File: config.mk
export PLATFORM = sky130hd
export DESIGN_NAME = mips_bus_arbiter_flat
export DESIGN_NICKNAME = d
export VERILOG_FILES = /design/src/rtl/mips_bus_pkg.sv /design/src/rtl/mips_bus_arbiter_if.sv /design/src/rtl/arb_grant_select.sv /design/src/rtl/mips_bus_arbiter.sv /design/src/flat_wrapper.sv
export SDC_FILE = /design/constraint.sdc
export NUM_CORES = 1
export LEC_CHECK = 0
export CAP_MARGIN = 20
export CORE_ASPECT_RATIO = 0.5
export CORE_MARGIN = 2
export CORE_UTILIZATION = 35
export DETAILED_ROUTE_END_ITERATION = 8
export GPL_TIMING_DRIVEN = 1
export PLACE_DENSITY_LB_ADDON = 0.2
export SETUP_SLACK_MARGIN = 0.05
export SYNTH_ARGS = -nofsm -noshare
export SYNTH_HDL_FRONTEND = slang
export SYNTH_HIERARCHICAL = 1
export SYNTH_SLANG_ARGS = --single-unit
export TNS_END_PERCENT = 10
File: constraint.sdc
create_clock -name clk -period 5.6 [get_ports clk]
set_input_delay 0.84 -clock clk [delete_from_list [all_inputs] [get_ports clk]]
set_output_delay 0.84 -clock clk [all_outputs]
set_load 0.005 [all_outputs]
File: src/rtl/mips_bus_pkg.sv
// Shared types and constants for the mips_cpu_bus Avalon-MM arbiter.
package mips_bus_pkg;

   typedef enum logic [1:0] {
      IDLE  = 2'd0,
      ISSUE = 2'd1,
      DONE  = 2'd2
   } arb_state_t;

   localparam logic PORT_IFETCH = 1'b0;
   localparam logic PORT_DATA   = 1'b1;

endpackage

File: src/rtl/mips_bus_arbiter_if.sv
// Requester-side and Avalon-side signals of the bus arbiter.
// master: the arbiter's view; slave: the view of the CPU/memory environment.
interface mips_bus_arbiter_if #(
   parameter int ADDR_W = 32,
   parameter int DATA_W = 32,
   parameter int BE_W   = DATA_W / 8
);
   // Requester side
   logic [1:0]        req;
   logic [1:0]        we;
   logic [ADDR_W-1:0] addr0;
   logic [ADDR_W-1:0] addr1;
   logic [DATA_W-1:0] wdata1;
   logic [BE_W-1:0]   be0;
   logic [BE_W-1:0]   be1;
   logic [1:0]        ack;
   logic [DATA_W-1:0] rdata;
   logic              grant;
   logic              busy;
   // Avalon-MM side
   logic [ADDR_W-1:0] address;
   logic              read;
   logic              write;
   logic [DATA_W-1:0] writedata;
   logic [BE_W-1:0]   byteenable;
   logic              waitrequest;
   logic [DATA_W-1:0] readdata;

   modport master (
      input  req, we, addr0, addr1, wdata1, be0, be1,
      output ack, rdata, grant, busy,
      output address, read, write, writedata, byteenable,
      input  waitrequest, readdata
   );

   modport slave (
      output req, we, addr0, addr1, wdata1, be0, be1,
      input  ack, rdata, grant, busy,
      input  address, read, write, writedata, byteenable,
      output waitrequest, readdata
   );
endinterface

File: src/rtl/arb_grant_select.sv
// Combinational winner selection for the two requesters.
// ARB_ROUND_ROBIN_EN: on a tie, the port not granted last wins; otherwise port 1 has priority.
module arb_grant_select
   import mips_bus_pkg::*;
(
   input  logic [1:0] req,
`ifdef ARB_ROUND_ROBIN_EN
   input  logic       last_grant,
`endif
   output logic       winner
);

   // Pick the winning port index; a single request always wins
   always_comb begin
      winner = PORT_IFETCH;
      if (req == 2'b11) begin
`ifdef ARB_ROUND_ROBIN_EN
         winner = ~last_grant;
`else
         winner = PORT_DATA;
`endif
      end else if (req[1]) begin
         winner = PORT_DATA;
      end
   end

endmodule

File: src/rtl/mips_bus_arbiter.sv
// Two-port (ifetch / data) arbiter in front of the mips_cpu_bus Avalon-MM master.
// All bus outputs are registered and held while waitrequest is high.
// Optional macro ARB_ROUND_ROBIN_EN selects round-robin tie-breaking.
module mips_bus_arbiter
   import mips_bus_pkg::*;
(
   input logic               clk,
   input logic               reset,
   mips_bus_arbiter_if.master bus
);

   arb_state_t state_q, state_d;
   logic       winner;

   arb_grant_select u_grant_select (
      .req        (bus.req),
`ifdef ARB_ROUND_ROBIN_EN
      .last_grant (bus.grant),
`endif
      .winner     (winner)
   );

   assign bus.busy = (state_q != IDLE);

   // Next-state logic
   always_comb begin
      state_d = state_q;
      unique case (state_q)
         IDLE:    if (|bus.req) state_d = ISSUE;
         ISSUE:   if (!bus.waitrequest) state_d = DONE;
         DONE:    state_d = IDLE;
         default: state_d = IDLE;
      endcase
   end

   // State register
   always_ff @(posedge clk or posedge reset) begin
      if (reset) state_q <= IDLE;
      else       state_q <= state_d;
   end

   // Registered bus outputs, grant, ack pulse and captured read data
   always_ff @(posedge clk or posedge reset) begin
      if (reset) begin
         bus.address    <= '0;
         bus.writedata  <= '0;
         bus.byteenable <= '0;
         bus.read       <= 1'b0;
         bus.write      <= 1'b0;
         bus.rdata      <= '0;
         bus.ack        <= '0;
         bus.grant      <= PORT_IFETCH;
      end else begin
         bus.ack <= '0;
         case (state_q)
            IDLE: begin
               if (|bus.req) begin
                  bus.grant <= winner;
                  if (winner == PORT_DATA) begin
                     bus.address    <= bus.addr1;
                     bus.byteenable <= bus.be1;
                     bus.writedata  <= bus.wdata1;
                     bus.write      <= bus.we[1];
                     bus.read       <= ~bus.we[1];
                  end else begin
                     // Instruction fetch is read-only: we[0] is ignored
                     bus.address    <= bus.addr0;
                     bus.byteenable <= bus.be0;
                     bus.writedata  <= '0;
                     bus.write      <= 1'b0;
                     bus.read       <= 1'b1;
                  end
               end
            end
            ISSUE: begin
               if (!bus.waitrequest) begin
                  if (bus.read) bus.rdata <= bus.readdata;
                  bus.ack[bus.grant] <= 1'b1;
                  bus.read           <= 1'b0;
                  bus.write          <= 1'b0;
               end
            end
            default: ;
         endcase
      end
   end

endmodule

File: src/flat_wrapper.sv
// flat-port wrapper written by rule: the top's interface ports become plain ports
module mips_bus_arbiter_flat import mips_bus_pkg::*;
  (clk, reset, bus_req, bus_we, bus_addr0, bus_addr1, bus_wdata1, bus_be0, bus_be1, bus_ack, bus_rdata, bus_grant, bus_busy, bus_address, bus_read, bus_write, bus_writedata, bus_byteenable, bus_waitrequest, bus_readdata);
  mips_bus_arbiter_if bus_i ();
  input logic clk;
  input logic reset;
  input wire logic [$bits(bus_i.req)-1:0] bus_req;
  input wire logic [$bits(bus_i.we)-1:0] bus_we;
  input wire logic [$bits(bus_i.addr0)-1:0] bus_addr0;
  input wire logic [$bits(bus_i.addr1)-1:0] bus_addr1;
  input wire logic [$bits(bus_i.wdata1)-1:0] bus_wdata1;
  input wire logic [$bits(bus_i.be0)-1:0] bus_be0;
  input wire logic [$bits(bus_i.be1)-1:0] bus_be1;
  output wire logic [$bits(bus_i.ack)-1:0] bus_ack;
  output wire logic [$bits(bus_i.rdata)-1:0] bus_rdata;
  output wire logic [$bits(bus_i.grant)-1:0] bus_grant;
  output wire logic [$bits(bus_i.busy)-1:0] bus_busy;
  output wire logic [$bits(bus_i.address)-1:0] bus_address;
  output wire logic [$bits(bus_i.read)-1:0] bus_read;
  output wire logic [$bits(bus_i.write)-1:0] bus_write;
  output wire logic [$bits(bus_i.writedata)-1:0] bus_writedata;
  output wire logic [$bits(bus_i.byteenable)-1:0] bus_byteenable;
  input wire logic [$bits(bus_i.waitrequest)-1:0] bus_waitrequest;
  input wire logic [$bits(bus_i.readdata)-1:0] bus_readdata;
  assign bus_i.req = bus_req;
  assign bus_i.we = bus_we;
  assign bus_i.addr0 = bus_addr0;
  assign bus_i.addr1 = bus_addr1;
  assign bus_i.wdata1 = bus_wdata1;
  assign bus_i.be0 = bus_be0;
  assign bus_i.be1 = bus_be1;
  assign bus_ack = bus_i.ack;
  assign bus_rdata = bus_i.rdata;
  assign bus_grant = bus_i.grant;
  assign bus_busy = bus_i.busy;
  assign bus_address = bus_i.address;
  assign bus_read = bus_i.read;
  assign bus_write = bus_i.write;
  assign bus_writedata = bus_i.writedata;
  assign bus_byteenable = bus_i.byteenable;
  assign bus_i.waitrequest = bus_waitrequest;
  assign bus_i.readdata = bus_readdata;
  mips_bus_arbiter u_core (.clk(clk), .reset(reset), .bus(bus_i));
endmodule
==> metrics.txt <==
status complete, no violations; post-synth top area cell dfrtp_1; Die Y 87.8 um; Port Buffers 247; Synthesized Nets 499; largest cells by area after synthesis dfrtp_1, mux2_4, mux2_2, o31ai_1, o21ai_0; Syn Std Cell Area 4910 um2; share of layout cells above drive strength 1 22.4%; die area 15,100 um2; clk_lat worst skew 340 ps; clk slew on worst S/H paths 70 ps; Flop pwr share 35.5%; fin. max-slew vios 0; worst path cell trace clkdlybuf4s50_1 -> nor2_4 -> buf_4 -> nor2_4 -> buf_4 -> mux2_2; Routed WL per cell 16.0 um; Top delay family on crit path buffers and inverters; CTS max path bufs 2; Die W 172 um; CTS resizes 0; Critical Path RT 5820 ps; Routed WL 12.6 mm; initial antenna violation count 0; global-route wire length before repair 19.3 mm; Setup Buffers After CTS 0; largest net degree at the start of global routing 73; Final Cycle Share 52.5%; Synth cell types 22; Core ar. 13,600 um2; setup tns final 0 ps; RSZ-0062 raised after global routing no; diodes inserted 0; Site Rows 30; CTS Buf Count 9; post-DP HPWL 8.82 mm; pwr/cell area 493 nW/um2; CP Class in2reg; crit path max fanout 68; Nets 731; Slew HR 39.3%; final clock skew 10.9 ps; Post-CTS Hold Buffers 0; Final Critical Period 2940 ps; drt pass-1 iters 4; clk sinks 107; WHS 479 ps; I/O pins 249; GRT Total Usage 16.5%; Critical Path End Type flop; VDD IR max 0.198 mV; Logic pwr share 47.1%; area share of the largest cell type after synthesis 54.5%; CTS tree yes; GPL Wtd Cong 0.734; switching share of power 28.4%; Vias 3,636; number of cells after detailed placement 769; post-route ant nets 0; CTS Root Cell clkbuf_16; MaxCap Viol Count 0; number of global-route vias before repair 3,699; Residual DRC 0; register area share after synthesis 54.5%; Avg Vias per Cell 4.63; worst hold path class reg2reg; Area Growth Syn to Fin 57.8%; Worst Path Arrival 3160 ps; Fin. Hold Viols 0; number of synthesized register bits 107; worst-margin pin slew 910 ps; Clock power frac 17.5%; final setup vio count 0; slowest cell on the critical path nor2_4; switching power 0.00109 W; DRT iter0 DRCs 159; crit start category input port; Synth Instances 356; Internal 0.00274 W; H-tree Lvls 3; CP max stage delay 660 ps; Starting Density 36.1%; fmax 340 MHz; Buf/Inv on CP 3; Synth Warn # 6; fin cells 785; grt ovf 0; syn_area_per_cell 13.8 um2; static leakage 3.23 nW; post-layout total power 0.00382 W
[cell type report]
class                      instances  area (um2)
clock inverter                     6        78.8
clock buffer                      10         239
fill                            1150        5870
timing repair buffer             252        2500
tap                              192         240
inverter                           4        17.5
multi-input combinational        214        2000
sequential                       107        2680
[through the flow]
step,util (%),area [um2],worst slack (ps)
floorplan,-,4910,1940
global placement,54.6,7440,2270
detailed placement,54.6,7440,2280
CTS,56.9,7750,2640
global route,56.9,7750,2520
finish,56.9,7750,2660
[kinds of logic after synthesis]
family,Yosys count,synth area share [%]
and+or+nand+nor,41,4.00
AOI/OAI and AO/OA,68,8.71
DFF,107,54.5
muxes,105,27.8
buffers and inverters,35,4.97
[power groups by stage]
stage | combinational (W) | clock (W) | sequential [W]
floorplan | 0.000810 | 0 | 0.00139
global placement | 0.00180 | 0 | 0.00136
detailed placement | 0.00182 | 0 | 0.00137
CTS | 0.00183 | 0.000696 | 0.00136
global route | 0.00193 | 0.000723 | 0.00141
finish | 0.00180 | 0.000668 | 0.00136
[Yosys cell counts (all sizes together)]
cell / instances
clkbuf: 13
or2: 1
nand2: 33
and2: 1
o21ai: 34
o31ai: 32
o2bb2ai: 1
dfrtp: 107
buf: 18
nand3b: 1
o32ai: 1
or3b: 1
nor2: 4
mux2: 105
inv: 4
[final timing paths]
| kind | startpoint | endpoint | slack [ps] | cells past startpoint |
|---|---|---|---|---|
| max reg2reg | u_core/state_q[0]$_DFFE_PP0P_ | u_core/bus.byteenable[0]$_DFFE_PP0P_ | 2960 | 5 |
| max in group asynchronous | reset | u_core/bus.rdata[7]$_DFFE_PP0P_ | 3500 | 3 |
| max | bus_req[0] | u_core/bus.byteenable[0]$_DFFE_PP0P_ | 2660 | 6 |
| min in group asynchronous | reset | u_core/bus.writedata[10]$_DFFE_PP0P_ | 1060 | 2 |
| min reg2reg | u_core/bus.grant$_DFFE_PP0P_ | u_core/bus.ack[0]$_DFF_PP0_ | 480 | 1 |
| min | u_core/bus.grant$_DFFE_PP0P_ | u_core/bus.ack[0]$_DFF_PP0_ | 480 | 1 |
[worst reg2reg max path, delay by kind of cell, from the launching register on]
family,cells,cell delay [ps]
buf+inv,2,750
flops,1,390
mux,1,380
simple gates,2,1000
[cell usage in the layout, fill, tap and decap left out]
cell type        netlist  routed
inv_6                  0       2
nand2_1               33      33
o21ai_0               34      34
o2bb2ai_1              1       1
nand3b_1               1       1
bufinv_16              0       1
clkbuf_8               0       1
buf_2                 10       1
nor2_1                 1       1
mux2_2                56      56
inv_8                  0       2
nor2_4                 1       2
o32ai_1                1       1
or3b_4                 1       1
clkdlybuf4s50_1        0     246
or2_2                  0       1
dfrtp_1              107     107
and2_1                 1       1
inv_4                  0       1
nor2_8                 1       1
o31ai_1               32      32
clkbuf_16              0       9
buf_4                  1       5
inv_1                  4       3
clkinv_4               0       1
mux2_4                49      49
[routing by layer]
metal	vias up	routed length [um]	track usage, %
met5	-	0	0
met4	0	165	4.39
met3	14	975	5.42
met2	119	6250	28.8
met1	1780	5210	19.8
li1	1723	-	-
[sequential cells by signal (all words and copies together) (netlist names)]
| register | flops |
|---|---|
| u_core/bus.address | 32 |
| u_core/bus.rdata | 32 |
| u_core/bus.writedata | 32 |
| u_core/bus.byteenable | 4 |
| u_core/bus.ack | 2 |
| u_core/state_q | 2 |
| u_core/bus.grant | 1 |
| u_core/bus.read | 1 |
| u_core/bus.write | 1 |
Power figures use the tool's default switching activity.
